<file path="config.mk">
export PLATFORM = sky130hd
export DESIGN_NAME = if_fetch_flat
export DESIGN_NICKNAME = d
export VERILOG_FILES = /design/src/rtl/if_fetch_if.sv /design/src/rtl/if_fetch.sv /design/src/flat_wrapper.sv
export SDC_FILE = /design/constraint.sdc
export NUM_CORES = 1
export LEC_CHECK = 0
export CAP_MARGIN = 40
export CELL_PAD_IN_SITES_DETAIL_PLACEMENT = 1
export CELL_PAD_IN_SITES_GLOBAL_PLACEMENT = 2
export CORE_ASPECT_RATIO = 1.1
export CORE_UTILIZATION = 37
export CTS_CLUSTER_SIZE = 8
export DETAILED_ROUTE_END_ITERATION = 8
export PLACE_DENSITY = 0.86
export SLEW_MARGIN = 30
export SYNTH_ARGS = -nofsm -noshare
export SYNTH_HDL_FRONTEND = slang
export SYNTH_SLANG_ARGS = --single-unit
</file>
<file path="constraint.sdc">
create_clock -name clk -period 5.8 [get_ports clk]
set_clock_uncertainty 0.1 [all_clocks]
set_input_delay 1.16 -clock clk [delete_from_list [all_inputs] [get_ports clk]]
set_output_delay 1.16 -clock clk [all_outputs]
set_load 0.02 [all_outputs]
</file>
<file path="src/rtl/if_fetch_if.sv">
// ---------------------------------------------------------------------------
// if_fetch_if -- instruction-memory request/response bundle.
//
// Signals:
//   imem_read     fetch -> memory  read request, held while a fetch is open
//   imem_address  fetch -> memory  32-bit fetch address
//   imem_rdata    memory -> fetch  instruction word, valid with imem_resp
//   imem_resp     memory -> fetch  one-cycle completion pulse
//
// Modports: master = fetch unit, slave = instruction memory.
// ---------------------------------------------------------------------------
interface if_fetch_if;
  logic        imem_read;
  logic [31:0] imem_address;
  logic [31:0] imem_rdata;
  logic        imem_resp;

  modport master (
    output imem_read,
    output imem_address,
    input  imem_rdata,
    input  imem_resp
  );

  modport slave (
    input  imem_read,
    input  imem_address,
    output imem_rdata,
    output imem_resp
  );
endinterface

</file>
<file path="src/rtl/if_fetch.sv">
// ---------------------------------------------------------------------------
// if_fetch -- instruction fetch stage with one-entry skid buffer and
// branch/jump redirect handling.
//
// Ports:
//   clk          rising-edge clock
//   rst          asynchronous active-low reset
//   imem         if_fetch_if.master: read/address out, rdata/resp in
//   stall        IF/ID register is not loading this cycle
//   redirect     resolved branch/jump: squash and change PC
//   redirect_pc  target PC, sampled with redirect (no alignment check)
//   ir_out       fetched instruction (NOP_INSN when not valid)
//   pc_out       PC of ir_out
//   valid_out    qualifies ir_out/pc_out; IF/ID load
//
// At most one memory request is in flight. A fetch that returns while the
// output slot is blocked parks in the skid buffer (WAIT_OUT, no new request).
// A redirect without a response has to wait for the open request to finish
// (FLUSH), whose data is then thrown away.
// ---------------------------------------------------------------------------
module if_fetch #(
  parameter logic [31:0] RESET_PC = 32'h00000060,
  parameter logic [31:0] NOP_INSN = 32'h00000013
) (
  input  logic              clk,
  input  logic              rst,
  if_fetch_if.master        imem,
  input  logic              stall,
  input  logic              redirect,
  input  logic [31:0]       redirect_pc,
  output logic [31:0]       ir_out,
  output logic [31:0]       pc_out,
  output logic              valid_out
);

  typedef enum logic [1:0] {
    S_REQ      = 2'd0,
    S_WAIT_OUT = 2'd1,
    S_FLUSH    = 2'd2
  } state_t;

  state_t      state_reg;
  logic [31:0] pc_reg;
  logic [31:0] skid_ir_reg;
  logic [31:0] skid_pc_reg;
  logic [31:0] pend_pc_reg;
  logic        imem_read_reg;
  logic [31:0] ir_reg;
  logic [31:0] pc_out_reg;
  logic        valid_reg;

  // A response only counts while we actually have a request open; this
  // drops stray pulses in the first cycle after reset release.
  logic resp_ok;
  logic slot_free;
  logic slot_taken;

  assign resp_ok    = imem.imem_resp & imem_read_reg;
  assign slot_free  = ~valid_reg | ~stall;
  assign slot_taken = valid_reg & ~stall;

  assign imem.imem_read    = imem_read_reg;
  assign imem.imem_address = pc_reg;
  assign ir_out            = ir_reg;
  assign pc_out            = pc_out_reg;
  assign valid_out         = valid_reg;

  always_ff @(posedge clk or negedge rst) begin
    if (!rst) begin
      state_reg     <= S_REQ;
      pc_reg        <= RESET_PC;
      skid_ir_reg   <= 32'd0;
      skid_pc_reg   <= 32'd0;
      pend_pc_reg   <= 32'd0;
      imem_read_reg <= 1'b0;
      ir_reg        <= NOP_INSN;
      pc_out_reg    <= 32'd0;
      valid_reg     <= 1'b0;
    end else begin
      imem_read_reg <= 1'b1;
      // Default slot behaviour: an accepted word with no replacement empties.
      if (slot_taken) begin
        valid_reg <= 1'b0;
        ir_reg    <= NOP_INSN;
      end

      if (redirect) begin
        // Squash whatever is in the slot, independent of stall.
        valid_reg <= 1'b0;
        ir_reg    <= NOP_INSN;
      end

      case (state_reg)
        S_REQ: begin
          if (redirect) begin
            if (resp_ok) begin
              pc_reg <= redirect_pc;
            end else begin
              pend_pc_reg <= redirect_pc;
              state_reg   <= S_FLUSH;
            end
          end else if (resp_ok) begin
            pc_reg <= pc_reg + 32'd4;
            if (slot_free) begin
              ir_reg     <= imem.imem_rdata;
              pc_out_reg <= pc_reg;
              valid_reg  <= 1'b1;
            end else begin
              skid_ir_reg   <= imem.imem_rdata;
              skid_pc_reg   <= pc_reg;
              state_reg     <= S_WAIT_OUT;
              imem_read_reg <= 1'b0;
            end
          end
        end

        S_WAIT_OUT: begin
          if (redirect) begin
            pc_reg    <= redirect_pc;
            state_reg <= S_REQ;
          end else if (!stall) begin
            ir_reg     <= skid_ir_reg;
            pc_out_reg <= skid_pc_reg;
            valid_reg  <= 1'b1;
            state_reg  <= S_REQ;
          end else begin
            imem_read_reg <= 1'b0;
          end
        end

        S_FLUSH: begin
          // Address stays at the old PC until the open request drains.
          if (resp_ok) begin
            pc_reg    <= redirect ? redirect_pc : pend_pc_reg;
            state_reg <= S_REQ;
          end else if (redirect) begin
            pend_pc_reg <= redirect_pc;
          end
        end

        default: begin
          state_reg <= S_REQ;
        end
      endcase
    end
  end

endmodule

</file>
<file path="src/flat_wrapper.sv">
// flat-port wrapper written by rule: the top's interface ports become plain ports
module if_fetch_flat 
#(
  parameter logic [31:0] RESET_PC = 32'h00000060,
  parameter logic [31:0] NOP_INSN = 32'h00000013
)
  (clk, rst, stall, redirect, redirect_pc, ir_out, pc_out, valid_out, imem_imem_read, imem_imem_address, imem_imem_rdata, imem_imem_resp);
  if_fetch_if imem_i ();
  input  logic clk;
  input  logic rst;
  input  logic stall;
  input  logic redirect;
  input  logic [31:0] redirect_pc;
  output logic [31:0] ir_out;
  output logic [31:0] pc_out;
  output logic valid_out;
  output wire logic [$bits(imem_i.imem_read)-1:0] imem_imem_read;
  output wire logic [$bits(imem_i.imem_address)-1:0] imem_imem_address;
  input wire logic [$bits(imem_i.imem_rdata)-1:0] imem_imem_rdata;
  input wire logic [$bits(imem_i.imem_resp)-1:0] imem_imem_resp;
  assign imem_imem_read = imem_i.imem_read;
  assign imem_imem_address = imem_i.imem_address;
  assign imem_i.imem_rdata = imem_imem_rdata;
  assign imem_i.imem_resp = imem_imem_resp;
  if_fetch #(.RESET_PC(RESET_PC), .NOP_INSN(NOP_INSN)) u_core (.clk(clk), .rst(rst), .imem(imem_i), .stall(stall), .redirect(redirect), .redirect_pc(redirect_pc), .ir_out(ir_out), .pc_out(pc_out), .valid_out(valid_out));
endmodule
</file>
# After elaboration in Yosys (flattened, before gate mapping)
# Cells that the tools add are included.
[word_totals]
register_bits = 196
in_bits = 69
[classes]
n_addsub = 1
eq_ne = 16
mux = 47
n_bitwise = 7
reduce_logical = 9
[ops]
columns = ["cell", "count"]
rows = [
  ["$mux 32", 21],
  ["$pmux 32 s2", 3],
  ["$pmux 32 s3", 1],
  ["$add 32x3->32 const B", 1],
  ["$mux 2", 7],
  ["$ne 2x2->1 const B", 7],
  ["$mux 1", 12],
  ["$reduce_and 4->1", 3],
  ["$ne 3x3->1 const B", 3],
  ["$ne 2x1->1 const B", 3],
  ["$pmux 2 s3", 1],
  ["$reduce_and 6->1", 1],
  ["$reduce_and 5->1", 1],
  ["$not 1->1", 4],
  ["$pmux 1 s2", 2],
  ["$reduce_bool 2->1", 2],
  ["$ne 3x2->1 const B", 1],
  ["$reduce_bool 3->1", 1],
  ["$and 1x1->1", 2],
  ["$eq 2x1->1 const B", 1],
  ["$eq 2x2->1 const B", 1],
  ["$logic_not 2->1", 1],
  ["$or 1x1->1", 1],
]

# Longest topological paths before layout
[logic_depth]
depth_word = 8
mapped_depth = 10
mapped_depth_nobuf = 7

# Worst setup path after synthesis
# OpenSTA, ideal clock, no wires.
[synth_path]
kind = "input port to flip-flop"
start = "in redirect"
end = "reg u_core.pc_reg[15], in the netlist u_core.imem.imem_address[15]"
setup_ps = 134
arrival_time_ps = 2575
required_ps = 5566
path_slack_ps = 2992
stages = 8
cell_sequence = "buf_2 > buf_2 > buf_6 > mux2_2 > a221oi_1 > nor3_1 > o21ai_0 > o31ai_1"
[synth_via]
elab_chain_len = 3
[synth_lines]
columns = ["element", "line_no", "source"]
rows = [
  ["from (decl)", "flat_wrapper.sv:12", "input logic redirect;"],
  ["$mux 32", "-", ""],
  ["$mux 32", "if_fetch.sv:133", "if (resp_ok) begin"],
  ["$pmux 32 s3", "if_fetch.sv:93", "case (state_reg)"],
  ["to (signal assigned)", "if_fetch.sv:97", "pc_reg <= redirect_pc;"],
  ["to (signal assigned)", "if_fetch.sv:103", "pc_reg <= pc_reg + 32'd4;"],
  ["to (signal assigned)", "if_fetch.sv:134", "pc_reg <= redirect ? redirect_pc : pend_pc_reg;"],
  ["to (decl)", "if_fetch.sv:43", "logic [31:0] pc_reg;"],
]
# Parallel ways exist; a longest one is shown, timed or not. The select of a mux whose other input is x is not followed.
# A chain may end at the register's enable or synchronous reset.

# Worst setup path in the final report
[layout_path]
start = "in stall"
end = "reg u_core.pc_out_reg[8], in the netlist u_core.pc_out[8]"
[layout_via]
elab_chain_len = 4
[layout_lines]
columns = ["element", "line_no", "source"]
rows = [
  ["from (decl)", "flat_wrapper.sv:11", "input logic stall;"],
  ["$not 1->1", "if_fetch.sv:59", "assign slot_free = ~valid_reg | ~stall;"],
  ["$or 1x1->1", "if_fetch.sv:59", ""],
  ["$ne 2x1->1 (no source line)", "-", ""],
  ["$reduce_and 6->1 (no source line) *", "-", ""],
  ["to (signal assigned)", "if_fetch.sv:106", "pc_out_reg <= pc_reg;"],
  ["to (signal assigned)", "if_fetch.sv:123", "pc_out_reg <= skid_pc_reg;"],
  ["to (decl)", "if_fetch.sv:49", "logic [31:0] pc_out_reg;"],
]
# Mark *: on every way between the ends. The rest lies on a longest branch, timed or not.

==> qor.txt <==
Yosys warnings: 0
Worst Max-Slew Pin Slew: 821 ps
CORE AREA: 25600 sq um
WHS Endpoint: u_core.ir_out[28]
RSZ-0062 raised after global routing: false
Buffers on Ports: 166
Number of synthesized flops with an enable pin: 0
Register area share after synthesis: 0.504
CTS tree: built
Crit-path max FO: 39
CP max stage cell: clkdlybuf4s50_1
# diodes: 0
Hold Buf Count CTS: 0
DIE AREA: 27000 sq um
Outcome: complete, no violations
First-pass GRT wire length: 45100 um
Starting Density: 0.381
Max clock buf depth: 2
Register-to-Register Path Depth: 7
Switching pwr: 2.35 mW
Switching Share: 0.380
Fin nets: 1085
Grt ovf: 0
Critical path cell sequence: clkdlybuf4s50_1, and2_1, o22ai_1, and3_2, buf_12, nor2_1, a21oi_1
Vias in the first global route: 8201
Share of the synthesized area in the top cell type: 0.490
Max-slew violation count: 0
Min-delay worst type: reg -> reg
DR iter-0 viols: 347
Sum of negative setup slack: 0 ps
Peak Freq: 297 MHz
Net count after synthesis: 950
Cells after Synth: 876
Power per cell area: 502 nW/um^2
Clk root buf: clkbuf_16
Synthesized cell area: 9750 sq um
Family with the most delay on the worst path: simple AND/OR/NAND/NOR gates
First-pass DRT Iterations: 4
Detailed Route WL: 27700 um
DRC Markers: 0
Cell with the most instances after synthesis: dfrtp_1
Register-to-register setup slack: 2930 ps
Setup crit start: stall
Placed Area: 11700 sq um
Initial antenna violation count: 0
DR WL/cell: 20.2 um
Layout cell share with drive strength beyond 1: 0.179
Number of vias in the routed layout: 7646
Area leader, netlist: dfrtp_1
Clock transition at path regs: 70 ps
Dominant synthesized flop cell: dfrtp_1
Crit Path Class: in -> reg
Setup bufs post-CTS: 0
Post-DP HPWL: 18600 um
CTS Buf Count: 17
Final setup vio count: 0
CTS Sinks: 196
Reg-to-reg startpoint: u_core.state_reg[0]
Crit path required time: 6050 ps
Worst vdd ir: 0.210 mV
Synth top area cells: dfrtp_1 (49%), mux2_2 (13%), mux2i_1 (4.5%), a21oi_1 (3.9%), a22o_1 (3.0%)
Final hold vios: 0
Die height: 172 um
Synth top cells by count: dfrtp_1 (191), mux2_2 (109), a21oi_1 (76)
HP Start: u_core.ir_out[28]
Worst skew pair latency: 430 ps
Int Pwr: 3.82 mW
Total Routing Usage GR: 0.216
Max-Cap Viols: 0
Combinational share of power: 0.408
DRT antenna net count: 0
Via density: 5.59
Buf/Inv on CP: 2
Syn_area_per_cell: 11.1 sq um
Share of flip-flops with an asynchronous set or reset: 1.00
Worst Path Arrival: 3610 ps
Total chip power: 6.17 mW
Flops & latches, synth: 196
Netlist cell types: 61
Cts repair resizes: 0
Pleak: 5.19 nW
Crit start category: input port
Design Area, Final: 12300 sq um
Flop pwr share: 0.397
Htree depth: 4
Final min period: 3360 ps
WHS Path Cells: 1
Worst Setup End Kind: flop
Chip width: 157 um
Crit share post-route: 0.580
I/O pin total: 167
Final Wtd Congestion: 0.761
Area Overhead vs Synth: 26.2%
Relative slew slack: 0.453
CP max stage delay: 740 ps
FF-to-FF End: u_core.imem.imem_address[27]
Clk pwr share: 0.195
Largest net degree at the start of global routing: 125
Std cell rows: 61
## metrics by stage
stage / cells / util / setup slack, ps / hold WS (ps)
finish: 1369 / 0.481 / 2440 / 379
CTS: 1368 / 0.480 / 2440 / 387
floorplan: 876 / - / 2990 / 374
detailed placement: 1337 / 0.458 / 1980 / 364
global route: 1369 / 0.481 / 2300 / 406
global placement: 1335 / 0.456 / 1700 / 357
## placed cells by master (no fill, tap or decap), types with 6 or more instances in the layout
cell type / n
a21o_1: 33
a21oi_1: 76
a221oi_1: 14
a22o_1: 33
a22oi_1: 10
and3_1: 6
buf_4: 14
clkbuf_16: 18
clkdlybuf4s50_1: 164
dfrtp_1: 191
inv_1: 12
mux2_2: 109
mux2i_1: 44
nand2_1: 44
nand2b_1: 8
nand3_1: 14
nand4_1: 9
nor2_1: 51
nor3_1: 9
o211ai_1: 9
o21ai_0: 32
o22ai_1: 6
o31ai_1: 13
## worst reg2reg max path, delay by kind of cell (launching register included)
kind | cells | cell delay (ps)
DFF | 1 | 420
adders and majority gates | 1 | 630
buffers and inverters | 2 | 420
AOI/OAI and AO/OA | 3 | 600
and+or+nand+nor | 1 | 610
## worst max-delay path by stage
stage / to / slack [ps] / cells after the start
floorplan: u_core.imem.imem_address[15] / 2990 / 8
detailed placement: u_core.pc_out[8] / 1980 / 7
finish: u_core.pc_out[8] / 2440 / 7
global placement: u_core.pc_out[15] / 1700 / 7
global route: u_core.pc_out[8] / 2300 / 7
CTS: u_core.pc_out[8] / 2440 / 7
## routing by layer
metal  wire length [um]  vias up  global-route usage
met4                235        0              0.0460
li1                   -     3540                   -
met5                  0        -                   0
met1              11700     3927               0.270
met3               1900       15              0.0619
met2              13800      164               0.369
## area by class of cell
class,count,area [sq um]
Fill cell,2739,13300
Sequential cell,196,4910
Multi-Input combinational cell,601,4500
Timing Repair Buffer,183,1830
Clock buffer,21,460
Tap cell,346,433
Clock inverter,10,123
Inverter,12,45.0
## power groups by stage
stage / registers (mW) / logic [mW] / clock network, mW
after global routing: 2.54 / 2.75 / 1.28
after CTS: 2.45 / 2.54 / 1.24
final: 2.45 / 2.52 / 1.20
after floorplan: 2.59 / 1.33 / 0
after detailed placement: 2.47 / 2.52 / 0
after global placement: 2.44 / 2.44 / 0
## cell families (layout without fill, tap and decap cells)
| family | Yosys count | in the layout | share of synthesized area |
|---|---|---|---|
| buffers and inverters | 79 | 226 | 0.0372 |
| and+or+nand+nor | 170 | 170 | 0.0884 |
| muxes | 153 | 153 | 0.171 |
| xor gates and xnor gates | 3 | 3 | 0.00270 |
| AOI/OAI and AO/OA | 270 | 270 | 0.190 |
| adders and majority gates | 5 | 5 | 0.00642 |
| DFF | 196 | 196 | 0.504 |
Power figures use the tool's default switching activity.
